`config.mk`:
```
export PLATFORM = sky130hd
export DESIGN_NAME = multicycle_control_flat
export DESIGN_NICKNAME = d
export VERILOG_FILES = /design/src/rtl/rv_ctrl_pkg.sv /design/src/rtl/multicycle_control_if.sv /design/src/rtl/alu_decoder.sv /design/src/rtl/multicycle_control.sv /design/src/flat_wrapper.sv
export SDC_FILE = /design/constraint.sdc
export NUM_CORES = 1
export LEC_CHECK = 0
export ABC_CLOCK_PERIOD_IN_PS = 2750
export CORE_UTILIZATION = 44
export DETAILED_ROUTE_END_ITERATION = 7
export HOLD_SLACK_MARGIN = 0.15
export PLACE_DENSITY = 0.78
export SLEW_MARGIN = 25
export SYNTH_ARGS = -nofsm -noshare
export SYNTH_HDL_FRONTEND = slang
export SYNTH_SLANG_ARGS = --single-unit
```
`constraint.sdc`:
```
create_clock -name clk -period 2.75 [get_ports clk]
set_clock_uncertainty 0.2 [all_clocks]
set_input_delay 0.55 -clock clk [delete_from_list [all_inputs] [get_ports clk]]
set_output_delay 0.55 -clock clk [all_outputs]
set_load 0.02 [all_outputs]
```
`src/rtl/rv_ctrl_pkg.sv`:
```
// Shared types and encodings for the multi-cycle RV64 control path.
// ILLEGAL_TRAP_EN adds the TRAP state used for unsupported opcodes.
package rv_ctrl_pkg;

  typedef enum logic [2:0] {
    FETCH,
    DECODE,
    EXEC,
    MEM,
    WB
`ifdef ILLEGAL_TRAP_EN
    , TRAP
`endif
  } state_t;

  localparam logic [6:0] OPC_LOAD   = 7'b0000011;
  localparam logic [6:0] OPC_STORE  = 7'b0100011;
  localparam logic [6:0] OPC_OP     = 7'b0110011;
  localparam logic [6:0] OPC_BRANCH = 7'b1100011;

  localparam logic [1:0] IMM_I    = 2'b00;
  localparam logic [1:0] IMM_S    = 2'b01;
  localparam logic [1:0] IMM_SB   = 2'b10;
  localparam logic [1:0] IMM_NONE = 2'b11;

  localparam logic [3:0] ALU_ADD = 4'b0010;
  localparam logic [3:0] ALU_SUB = 4'b0110;
  localparam logic [3:0] ALU_AND = 4'b0000;
  localparam logic [3:0] ALU_OR  = 4'b0001;

  // Immediate format implied by the opcode; anything without an immediate gets none.
  function automatic logic [1:0] imm_for(input logic [6:0] opc);
    case (opc)
      OPC_LOAD:   imm_for = IMM_I;
      OPC_STORE:  imm_for = IMM_S;
      OPC_BRANCH: imm_for = IMM_SB;
      default:    imm_for = IMM_NONE;
    endcase
  endfunction

  // True for the opcodes this core executes.
  function automatic logic is_supported(input logic [6:0] opc);
    is_supported = (opc == OPC_LOAD) || (opc == OPC_STORE) ||
                   (opc == OPC_OP)   || (opc == OPC_BRANCH);
  endfunction

endpackage

```
`src/rtl/multicycle_control_if.sv`:
```
// Handshake bundle between the control FSM and the single-port unified memory.
interface multicycle_control_if;
  logic mem_req;
  logic mem_we;
  logic mem_addr_sel;
  logic mem_ready;

  modport master (output mem_req, output mem_we, output mem_addr_sel, input mem_ready);
  modport slave  (input mem_req, input mem_we, input mem_addr_sel, output mem_ready);
endinterface

```
`src/rtl/alu_decoder.sv`:
```
// Combinational ALU operation select from opcode and funct fields.
module alu_decoder
  import rv_ctrl_pkg::*;
(
  input  logic [6:0] opcode,
  input  logic [2:0] funct3,
  input  logic       funct7_5,
  output logic [3:0] alu_ctrl
);

  // R-type picks its op from funct3/funct7; branches compare by subtraction; address math adds.
  always_comb begin
    alu_ctrl = ALU_ADD;
    case (opcode)
      OPC_OP: begin
        case (funct3)
          3'b000:  alu_ctrl = funct7_5 ? ALU_SUB : ALU_ADD;
          3'b110:  alu_ctrl = ALU_OR;
          3'b111:  alu_ctrl = ALU_AND;
          default: alu_ctrl = ALU_ADD;
        endcase
      end
      OPC_BRANCH: alu_ctrl = ALU_SUB;
      default:    alu_ctrl = ALU_ADD;
    endcase
  end

endmodule

```
`src/rtl/multicycle_control.sv`:
```
// Main control FSM of the multi-cycle RV64 core (ld, sd, add/sub/and/or, beq).
// Outputs are decoded from the state register and the IR fields; instret counts retirements.
// Define ILLEGAL_TRAP_EN to trap on unsupported opcodes instead of retiring them as NOPs.
module multicycle_control
  import rv_ctrl_pkg::*;
#(
  parameter int CNT_W = 64
) (
  input  logic                    clk,
  input  logic                    rst_n,
  input  logic [6:0]              opcode,
  input  logic [2:0]              funct3,
  input  logic                    funct7_5,
  input  logic                    alu_zero,
  multicycle_control_if.master    mem,
  output logic                    ir_write,
  output logic                    pc_write,
  output logic                    pc_src,
  output logic [1:0]              imm_sel,
  output logic                    alu_src_b,
  output logic [3:0]              alu_ctrl,
  output logic                    reg_write,
  output logic                    mem_to_reg,
`ifdef ILLEGAL_TRAP_EN
  output logic                    illegal_insn,
`endif
  output logic [CNT_W-1:0]        instret
);

  state_t     state;
  state_t     next_state;
  logic       retire;
  logic [3:0] dec_alu_ctrl;

  alu_decoder u_alu_decoder (
    .opcode   (opcode),
    .funct3   (funct3),
    .funct7_5 (funct7_5),
    .alu_ctrl (dec_alu_ctrl)
  );

  // State register; reset forces FETCH so a pending memory request is abandoned.
  always_ff @(posedge clk or negedge rst_n) begin
    if (!rst_n) state <= FETCH;
    else        state <= next_state;
  end

  // Retired-instruction counter, wrapping naturally at its width.
  always_ff @(posedge clk or negedge rst_n) begin
    if (!rst_n)      instret <= '0;
    else if (retire) instret <= instret + CNT_W'(1);
  end

  // Next-state and output decode; everything is held low while reset is asserted.
  always_comb begin
    next_state       = state;
    retire           = 1'b0;
    mem.mem_req      = 1'b0;
    mem.mem_we       = 1'b0;
    mem.mem_addr_sel = 1'b0;
    ir_write         = 1'b0;
    pc_write         = 1'b0;
    pc_src           = 1'b0;
    imm_sel          = 2'b00;
    alu_src_b        = 1'b0;
    alu_ctrl         = 4'b0000;
    reg_write        = 1'b0;
    mem_to_reg       = 1'b0;
`ifdef ILLEGAL_TRAP_EN
    illegal_insn     = 1'b0;
`endif
    if (rst_n) begin
      case (state)
        FETCH: begin
          mem.mem_req = 1'b1;
          imm_sel     = IMM_NONE;
          if (mem.mem_ready) begin
            ir_write   = 1'b1;
            pc_write   = 1'b1;
            next_state = DECODE;
          end
        end
        DECODE: begin
          imm_sel = imm_for(opcode);
          if (is_supported(opcode)) begin
            next_state = EXEC;
          end else begin
`ifdef ILLEGAL_TRAP_EN
            next_state = TRAP;
`else
            retire     = 1'b1;
            next_state = FETCH;
`endif
          end
        end
        EXEC: begin
          imm_sel  = imm_for(opcode);
          alu_ctrl = dec_alu_ctrl;
          case (opcode)
            OPC_OP: next_state = WB;
            OPC_LOAD, OPC_STORE: begin
              alu_src_b  = 1'b1;
              next_state = MEM;
            end
            OPC_BRANCH: begin
              if (funct3 == 3'b000 && alu_zero) begin
                pc_write = 1'b1;
                pc_src   = 1'b1;
              end
              retire     = 1'b1;
              next_state = FETCH;
            end
            default: next_state = FETCH;
          endcase
        end
        MEM: begin
          imm_sel          = imm_for(opcode);
          mem.mem_req      = 1'b1;
          mem.mem_addr_sel = 1'b1;
          mem.mem_we       = (opcode == OPC_STORE);
          if (mem.mem_ready) begin
            if (opcode == OPC_LOAD) begin
              next_state = WB;
            end else begin
              retire     = 1'b1;
              next_state = FETCH;
            end
          end
        end
        WB: begin
          imm_sel    = imm_for(opcode);
          reg_write  = 1'b1;
          mem_to_reg = (opcode == OPC_LOAD);
          retire     = 1'b1;
          next_state = FETCH;
        end
`ifdef ILLEGAL_TRAP_EN
        TRAP: begin
          illegal_insn = 1'b1;
          next_state   = TRAP;
        end
`endif
        default: next_state = FETCH;
      endcase
    end
  end

endmodule

```
`src/flat_wrapper.sv`:
```
// flat-port wrapper written by rule: the top's interface ports become plain ports
module multicycle_control_flat import rv_ctrl_pkg::*;
#(
  parameter int CNT_W = 64
)
  (clk, rst_n, opcode, funct3, funct7_5, alu_zero, ir_write, pc_write, pc_src, imm_sel, alu_src_b, alu_ctrl, reg_write, mem_to_reg, instret, mem_mem_req, mem_mem_we, mem_mem_addr_sel, mem_mem_ready);
  multicycle_control_if mem_i ();
  input  logic clk;
  input  logic rst_n;
  input  logic [6:0] opcode;
  input  logic [2:0] funct3;
  input  logic funct7_5;
  input  logic alu_zero;
  output logic ir_write;
  output logic pc_write;
  output logic pc_src;
  output logic [1:0] imm_sel;
  output logic alu_src_b;
  output logic [3:0] alu_ctrl;
  output logic reg_write;
  output logic mem_to_reg;
  output logic [CNT_W-1:0] instret;
  output wire logic [$bits(mem_i.mem_req)-1:0] mem_mem_req;
  output wire logic [$bits(mem_i.mem_we)-1:0] mem_mem_we;
  output wire logic [$bits(mem_i.mem_addr_sel)-1:0] mem_mem_addr_sel;
  input wire logic [$bits(mem_i.mem_ready)-1:0] mem_mem_ready;
  assign mem_mem_req = mem_i.mem_req;
  assign mem_mem_we = mem_i.mem_we;
  assign mem_mem_addr_sel = mem_i.mem_addr_sel;
  assign mem_i.mem_ready = mem_mem_ready;
  multicycle_control #(.CNT_W(CNT_W)) u_core (.clk(clk), .rst_n(rst_n), .opcode(opcode), .funct3(funct3), .funct7_5(funct7_5), .alu_zero(alu_zero), .mem(mem_i), .ir_write(ir_write), .pc_write(pc_write), .pc_src(pc_src), .imm_sel(imm_sel), .alu_src_b(alu_src_b), .alu_ctrl(alu_ctrl), .reg_write(reg_write), .mem_to_reg(mem_to_reg), .instret(instret));
endmodule
```
# After elaboration in Yosys (flattened, before gate mapping)
# Cells that the tools add are included.
# word_totals
ff_bits	67
out_inout_bits	79
inputBits	15
elab_cells	67
# op_classes
n_mux	42
n_addsub	1
n_eq_ne	12
reduce_logical	10
# ops
cell	n
$add A64 B1 Y64 const B	1
$mux W1	26
$eq A7 B6 Y1 const B	2
$mux W3	4
$pmux W3 S4	1
$pmux W4 S3	1
$eq A3 B3 Y1 const B	3
$mux W4	2
$pmux W4 S2	1
$eq A7 B2 Y1 const B	1
$eq A7 B7 Y1 const B	1
$eq A3 B2 Y1 const B	2
$logic_not A3 Y1	2
$pmux W2 S3	1
$pmux W3 S2	1
$mux W2	2
$ne A2 B2 Y1 const B	2
$pmux W1 S4	1
$pmux W2 S2	1
$reduce_or A2 Y1	2
$reduce_or A4 Y1	1
$eq A3 B1 Y1 const B	1
$logic_or A1 B1 Y1	3
$reduce_and A3 Y1	1
other kinds (2)	2

# Depth between registers and ports, before layout
# Gate-level depths: netlist (run 1).
# depth
ltp_word	7
mapped_depth	9
mapped_depth_nobuf	7

# Cells and area by module
# A second synthesis (run 1) with hierarchy kept.
# unflattened
cells_unflattened	405
hier_area_um2	3787.4
# modules_own_cells
mod	seq_area_each_um2	area_each_um2	cells_per_inst	n_inst
multicycle_control	1676.6	3713.6	395	1
alu_decoder	0.0	73.8	10	1

# Worst setup path after synthesis (run 1)
# No wires, ideal clock.
# synth_path
path_type	flip-flop to flip-flop
startpoint	register u_core.instret[15]
endpoint	register u_core.instret[62]
path_buffers	3
t_arrival_ns	2.774
path_slack_ns	-0.304
path_stages_with_launch	10
required_ns	2.470
setup_time_ns	0.080
cell_sequence	dfrtp_1 > nand3_2 > or3_4 > or4_1 > buf_2 > or4_4 > buf_6 > buf_8 > nor4_2 > xor2_1
# synth_via
elab_chain_cells	1
# synth_lines
item	line_no	source
start: declaration	multicycle_control.sv:27	output logic [CNT_W-1:0] instret
start signal: assignment	multicycle_control.sv:51	else if (retire) instret <= instret + CNT_W'(1);
$add A64 B1 Y64	multicycle_control.sv:51	
# No other way between the ends.
# A chain may end at the register's enable or synchronous reset.

# Final worst setup path (run 1)
# layout_path
startpoint	register u_core.instret[17]
endpoint	register u_core.instret[54]
# The elaborated chain is that of the path after synthesis.

==> results of run 1 <==
## metal layers
metal / part of all wire, % / GRT usage [%] / up-vias
met4: 2.5 / 10.7 / 0
li1: - / - / 1543
met5: 0 / 0 / -
met3: 4.8 / 4.44 / 16
met1: 45 / 29.8 / 1537
met2: 48 / 37.6 / 81
## worst reg2reg max path, cell delays in order (launching register included)
cell,delay [ps]
dfrtp_2,400
nand3_2,100
or3_4,340
or4_4,530
or4_4,500
buf_4,190
nor4_4,210
xnor2_1,140
## kinds of logic after synthesis
logic type	share of synthesized area, %
mux	0.927
fa+ha+maj	0.357
flops	47.8
other cells	0.107
compound gates	3.60
buf+inv	3.46
simple gates	28.0
xor+xnor	15.7
## registers in the layout, summed over array words and instances (netlist names)
signal	flops
u_core.instret	64
u_core.state	3
## final cells by class
type                            instances  area [um^2]  area share, %
Clock inverter                          4         27.5          0.522
Multi-Input combinational cell        260         1870           35.5
Inverter                               12         45.0          0.854
Tap cell                              102          128           2.42
Timing Repair Buffer                  154         1370           26.0
Clock buffer                           12          145           2.75
Sequential cell                        67         1690           32.0
## worst paths after layout
kind	startpoint	to	slack, ps	depth (start not counted)
min in group clk	u_core.instret[21]	u_core.instret[21]	280	1
hold / removal	rst_n	u_core.instret[51]	190	3
setup reg to reg	u_core.instret[17]	u_core.instret[54]	90	7
hold reg to reg	u_core.instret[21]	u_core.instret[21]	280	1
setup / recovery	u_core.instret[17]	u_core.instret[54]	90	7
max in group asynchronous	rst_n	u_core.instret[4]	1150	3
## power by group through the flow
stage / logic (mW) / registers, mW / clock network, mW
after global placement: 0.328 / 1.09 / 0
after detailed placement: 0.335 / 1.10 / 0
after global routing: 0.367 / 1.08 / 0.777
after CTS: 0.339 / 1.08 / 0.737
final: 0.338 / 1.08 / 0.719
after floorplan: 0.103 / 1.13 / 0
## timing repair
| item | in CTS | in global routing |
|---|---|---|
| endpoints found under the hold margin | 11 | 0 |
| cloned | 0 | 1 |
| gates resized for setup | 57 | 18 |
| pin swaps | 3 | 10 |
| setup endpoints to repair | 41 | 60 |
| setup buffers | 3 | 2 |
| hold buffers | 1 | 0 |
## metrics by stage
stage | instances | util, % | TNS, ps
after CTS | 608 | 67.6 | -477
after detailed placement | 588 | 64.0 | -27140
after global routing | 611 | 68.3 | -29.2
final | 611 | 68.3 | 0
after global placement | 588 | 64.0 | -24180
after floorplan | 352 | - | -811
## cells in the final DEF, fill, tap and decap left out, types with 3 or more instances in the layout
cell             synthesis  final
clkdlybuf4s50_1          0     72
buf_4                    1     59
dfrtp_1                 67     59
xnor2_1                 34     34
nand2_1                 32     32
xor2_1                  29     29
nor2_1                  23     21
nor3_1                  24     21
nand3_1                 16     16
nand4_1                 14     14
and3_1                  13     13
inv_1                   12     12
clkbuf_8                 0     10
dfrtp_2                  0      8
nand2b_1                 7      7
nor4_4                   1      6
nor4_2                   4      6
buf_2                    1      6
a21oi_1                  5      5
and4_1                   5      5
nor4_1                  11      4
or3_1                    5      4
dlymetal6s2s_1           0      4
dlygate4sd2_1            0      4
buf_6                    1      4
nor2b_1                  3      3
nor3_2                   0      3
o21ai_0                  3      3
or4_4                    1      3
==> flow_metrics.tcl, run 1 <==
set metrics [dict create \
    setup_ws_ps 89.8 \
    grt_use_total_pct 23.1 \
    antenna_cells 0 \
    finalHoldViolations 0 \
    wire_per_inst_um 15.0 \
    power_mw 2.14 \
    critPathLaunchType "flop" \
    yosysTopAreaCell "dfrtp_1" \
    synthesis.area_um2 3510 \
    final_antenna_net_count 0 \
    ys.flop_type "dfrtp_1" \
    worstMarginPinSlew_ps 635 \
    die_area_um2 8330 \
    grt_pass1_wl_mm 15.1 \
    area.growth.synth_to_final_pct 50.4 \
    slew_violations 0 \
    gp_congestion 0.815 \
    vdd_drop_max_mv 0.281 \
    clock_latency_ps 340 \
    setup_violations 0 \
    dp_slack_ps -631 \
    root_buffer "clkbuf_8" \
    drc_errors 0 \
    p_per_area_nw_per_um2 405 \
    p_switching_uw 595 \
    row_count 32 \
    seqPwrFrac_pct 50.5 \
    worstHoldPathType "in -> async" \
    ys.warnings.count 0 \
    fmax_ghz 0.376 \
    postPlaceCellArea_um2 4950 \
    p_clk_share_pct 33.7 \
    synth-seq-cells 67 \
    grt_max_degree 45 \
    fin_crit_ps 2660 \
    hpwlAfterDp_mm 6.50 \
    cp_max_fo 5 \
    async_flop_share_pct 100 \
    synth_common_cells "dfrtp_1, xnor2_1, nand2_1, xor2_1, nor3_1" \
    vias_per_cell 5.20 \
    cp-end-kind "flop" \
    nNetsFinal 520 \
    die_w_um 91.3 \
    gr-total-overflow 0 \
    cts_tree "done" \
    grt_pass1_vias 3109 \
    synth_top_area_share_pct 47.8 \
    cp_cell_sequence "nand3_2 > or3_4 > or4_4 > or4_4 > buf_4 > nor4_4 > xnor2_1" \
    antenna_found_initial 0 \
    core_um2 7730 \
    io_pins 94 \
    switching_share_pct 27.9 \
    cts.clk_slew.worst_paths_ps 80 \
    numPortBuffers 92 \
    whs_ps 192 \
    numCtsBuffers 9 \
    start_util_pct 45.4 \
    cts_num_sinks 67 \
    num_vias 3177 \
    slowest_delay_ps 530 \
    wl_mm 9.19 \
    h-tree-depth 3 \
    crit_path_top_delay_cell "or4_4" \
    clk_path_buf_depth 2 \
    ys_top_cells_by_area "dfrtp_1, xnor2_1, xor2_1, nor3_1, nand2_1" \
    yosysSeqAreaShare_pct 47.8 \
    rsz0062_at_grt "yes" \
    slew_headroom_pct 57.6 \
    synth_most_common_cell "dfrtp_1" \
    avgSynthCellArea_um2 9.97 \
    drtPass1Iterations 6 \
    worst_path_most_repeated_cell "or4_4" \
    syn_inst 352 \
    post-route-cell-area_um2 5280 \
    drive_gt1_share_pct 24.4 \
    required_ps 2820 \
    synth_edf_count 0 \
    synth_cell_types 48 \
    n_fill_cell 612 \
    power_leakage_nw 2.40 \
    power.internal_mw 1.54 \
    path_delay_family "simple AND/OR/NAND/NOR gates" \
    worstSetupPathType "reg -> reg" \
    cp_data_arrival_time_ps 2730 \
    syn-num-nets 368 \
    status "finished clean" \
    drtIter0Drc 113 \
    min_period_over_period_pct 96.7 \
    comb_power_share_pct 15.9 \
    die_y_um 91.3 \
    maxCapViolCount 0 \
    crit_buf_inv 1 \
]
(Power assumes the default switching activity.)
==> run 2, diff against run 1 <==
--- a/config.mk
+++ b/config.mk
@@ -6,10 +6,13 @@
 export NUM_CORES = 1
 export LEC_CHECK = 0
 export ABC_CLOCK_PERIOD_IN_PS = 2750
-export CORE_UTILIZATION = 44
+export CELL_PAD_IN_SITES_DETAIL_PLACEMENT = 0
+export CELL_PAD_IN_SITES_GLOBAL_PLACEMENT = 1
+export CORE_UTILIZATION = 33
+export CTS_CLUSTER_DIAMETER = 50
 export DETAILED_ROUTE_END_ITERATION = 7
 export HOLD_SLACK_MARGIN = 0.15
-export PLACE_DENSITY = 0.78
+export PLACE_DENSITY = 0.77
 export SLEW_MARGIN = 25
 export SYNTH_ARGS = -nofsm -noshare
 export SYNTH_HDL_FRONTEND = slang
==> flow_metrics.tcl, run 2 (synthesis gave the netlist of run 1 again) <==
set metrics [dict create \
    gp_congestion 0.791 \
    worstSetupPathType "in -> out" \
    nNetsFinal 522 \
    cp_max_fo 7 \
    layout_common_cells "clkdlybuf4s50_1, buf_4, dfrtp_1, xnor2_1, nand2_1" \
    drtIter0Drc 103 \
    setup_violations 0 \
    whs_ps 295 \
    required_ps 2000 \
    grtUsageMet1_pct 24.4 \
    cts_num_sinks 67 \
    wire_per_inst_um 14.2 \
    h-tree-depth 3 \
    die_w_um 105 \
    io_pins 94 \
    vdd_drop_max_mv 0.236 \
    gr-usage-met3_pct 5.49 \
    rrSetupSlack_ps 80 \
    cts_tree "done" \
    hpwlAfterDp_mm 6.49 \
    cts.clk_slew.worst_paths_ps 80 \
    power_mw 2.21 \
    core_um2 10300 \
    wl_mm 9.16 \
    antenna_found_initial 0 \
    status "finished clean" \
    cp_cell_sequence "dlygate4sd2_1 > nand4bb_4 > buf_6 > nor3_2 > and4_1 > or2_2 > clkdlybuf4s15_2" \
    grt_pass1_wl_mm 15.5 \
    numCtsBuffers 9 \
    dp_slack_ps -570 \
    num_vias 3101 \
    tns_ps 0 \
    antenna_cells 0 \
    clock_latency_ps 330 \
    area.growth.synth_to_final_pct 54.4 \
    seq_area_um2 1690 \
    grt_max_degree 44 \
    largest_reg_flops 64 \
    row_count 37 \
    fin_crit_ps 2680 \
    busiest_layer "met2" \
    final_common_cell "clkdlybuf4s50_1" \
    dp_cells 620 \
    setup_ws_ps 73.5 \
    gr-total-overflow 0 \
    grt_use_total_pct 17.7 \
    min_period_over_period_pct 97.3 \
    drtPass1Iterations 4 \
    drive_gt1_share_pct 26.4 \
    grtUsageMet2_pct 27.1 \
    numPortBuffers 92 \
    largest-register "u_core.instret" \
    slew_headroom_pct 55.5 \
    n_fill_cell 954 \
    maxCapViolCount 0 \
    rsz0062_at_grt "yes" \
    root_buffer "clkbuf_8" \
    worstMarginPinSlew_ps 667 \
    final_antenna_net_count 0 \
    cp-end-kind "output port" \
    drc_errors 0 \
    finalHoldViolations 0 \
    slowest_delay_ps 250 \
    vias_per_cell 4.79 \
    start_util_pct 34.0 \
    crit_path_top_delay_cell "clkdlybuf4s15_2" \
    worstHoldPathType "reg -> reg" \
    fmax_ghz 0.374 \
    power_leakage_nw 2.44 \
    cp_data_arrival_time_ps 1930 \
    clk_path_buf_depth 2 \
    p_per_area_nw_per_um2 408 \
    multiInputGateArea_um2 1930 \
    slew_violations 0 \
    die_area_um2 11000 \
    reg_top3 "u_core.instret (64), u_core.state (3)" \
    die_y_um 105 \
    critPathLaunchType "primary input" \
    grt_pass1_vias 3091 \
    final_cells 647 \
]
==> run 2: timing repair <==
action | CTS | global route
resized for setup | 61 | 23
hold buffers | 2 | 0
setup buffers | 3 | 5
endpoints found under the hold margin | 24 | 0
endpoints found under the setup margin | 36 | 29
cloned | 1 | 0
pin swaps | 9 | 6
==> run 2: worst paths after layout <==
kind,cells past startpoint,from,end
hold / removal,1,u_core.instret[6],u_core.instret[6]
max in group asynchronous,4,rst_n,u_core.instret[19]
hold reg to reg,1,u_core.instret[6],u_core.instret[6]
min in group asynchronous,3,rst_n,u_core.instret[38]
setup / recovery,7,opcode[3],pc_write
setup reg to reg,7,u_core.instret[17],u_core.instret[62]
==> run 2: layout make-up <==
| class | count | area share, % |
|---|---|---|
| multi-input combinational | 260 | 35.7 |
| sequential | 67 | 31.1 |
| clock buffer | 11 | 2.43 |
| clock inverter | 5 | 0.994 |
| timing repair buffer | 156 | 25.8 |
| inverter | 12 | 0.832 |
| tap | 136 | 3.14 |
==> run 2: power by group <==
group,total [mW],switching (mW),leakage (nW),internal [mW]
combinational,0.350,0.179,1.47,0.171
clock,0.787,0.370,0.0971,0.417
sequential,1.07,0.0502,0.873,1.02
total,2.21,0.600,2.44,1.61
==> run 2: metal layers <==
metal / up-vias / wire length [um]
li1: 1540 / -
met5: - / 0
met2: 70 / 4350
met1: 1487 / 4300
met3: 4 / 439
met4: 0 / 71
==> run 2: critical path, delay by kind of cell <==
kind	cells	cell delay (ps)
buffers and inverters	3	640
AND/OR/NAND/NOR	4	740
==> run 2: metrics by stage <==
stage | util, % | cell area [um^2]
floorplan | - | 3570
global placement | 48.3 | 4990
detailed placement | 48.3 | 4990
CTS | 51.3 | 5300
global route | 52.5 | 5420
finish | 52.5 | 5420
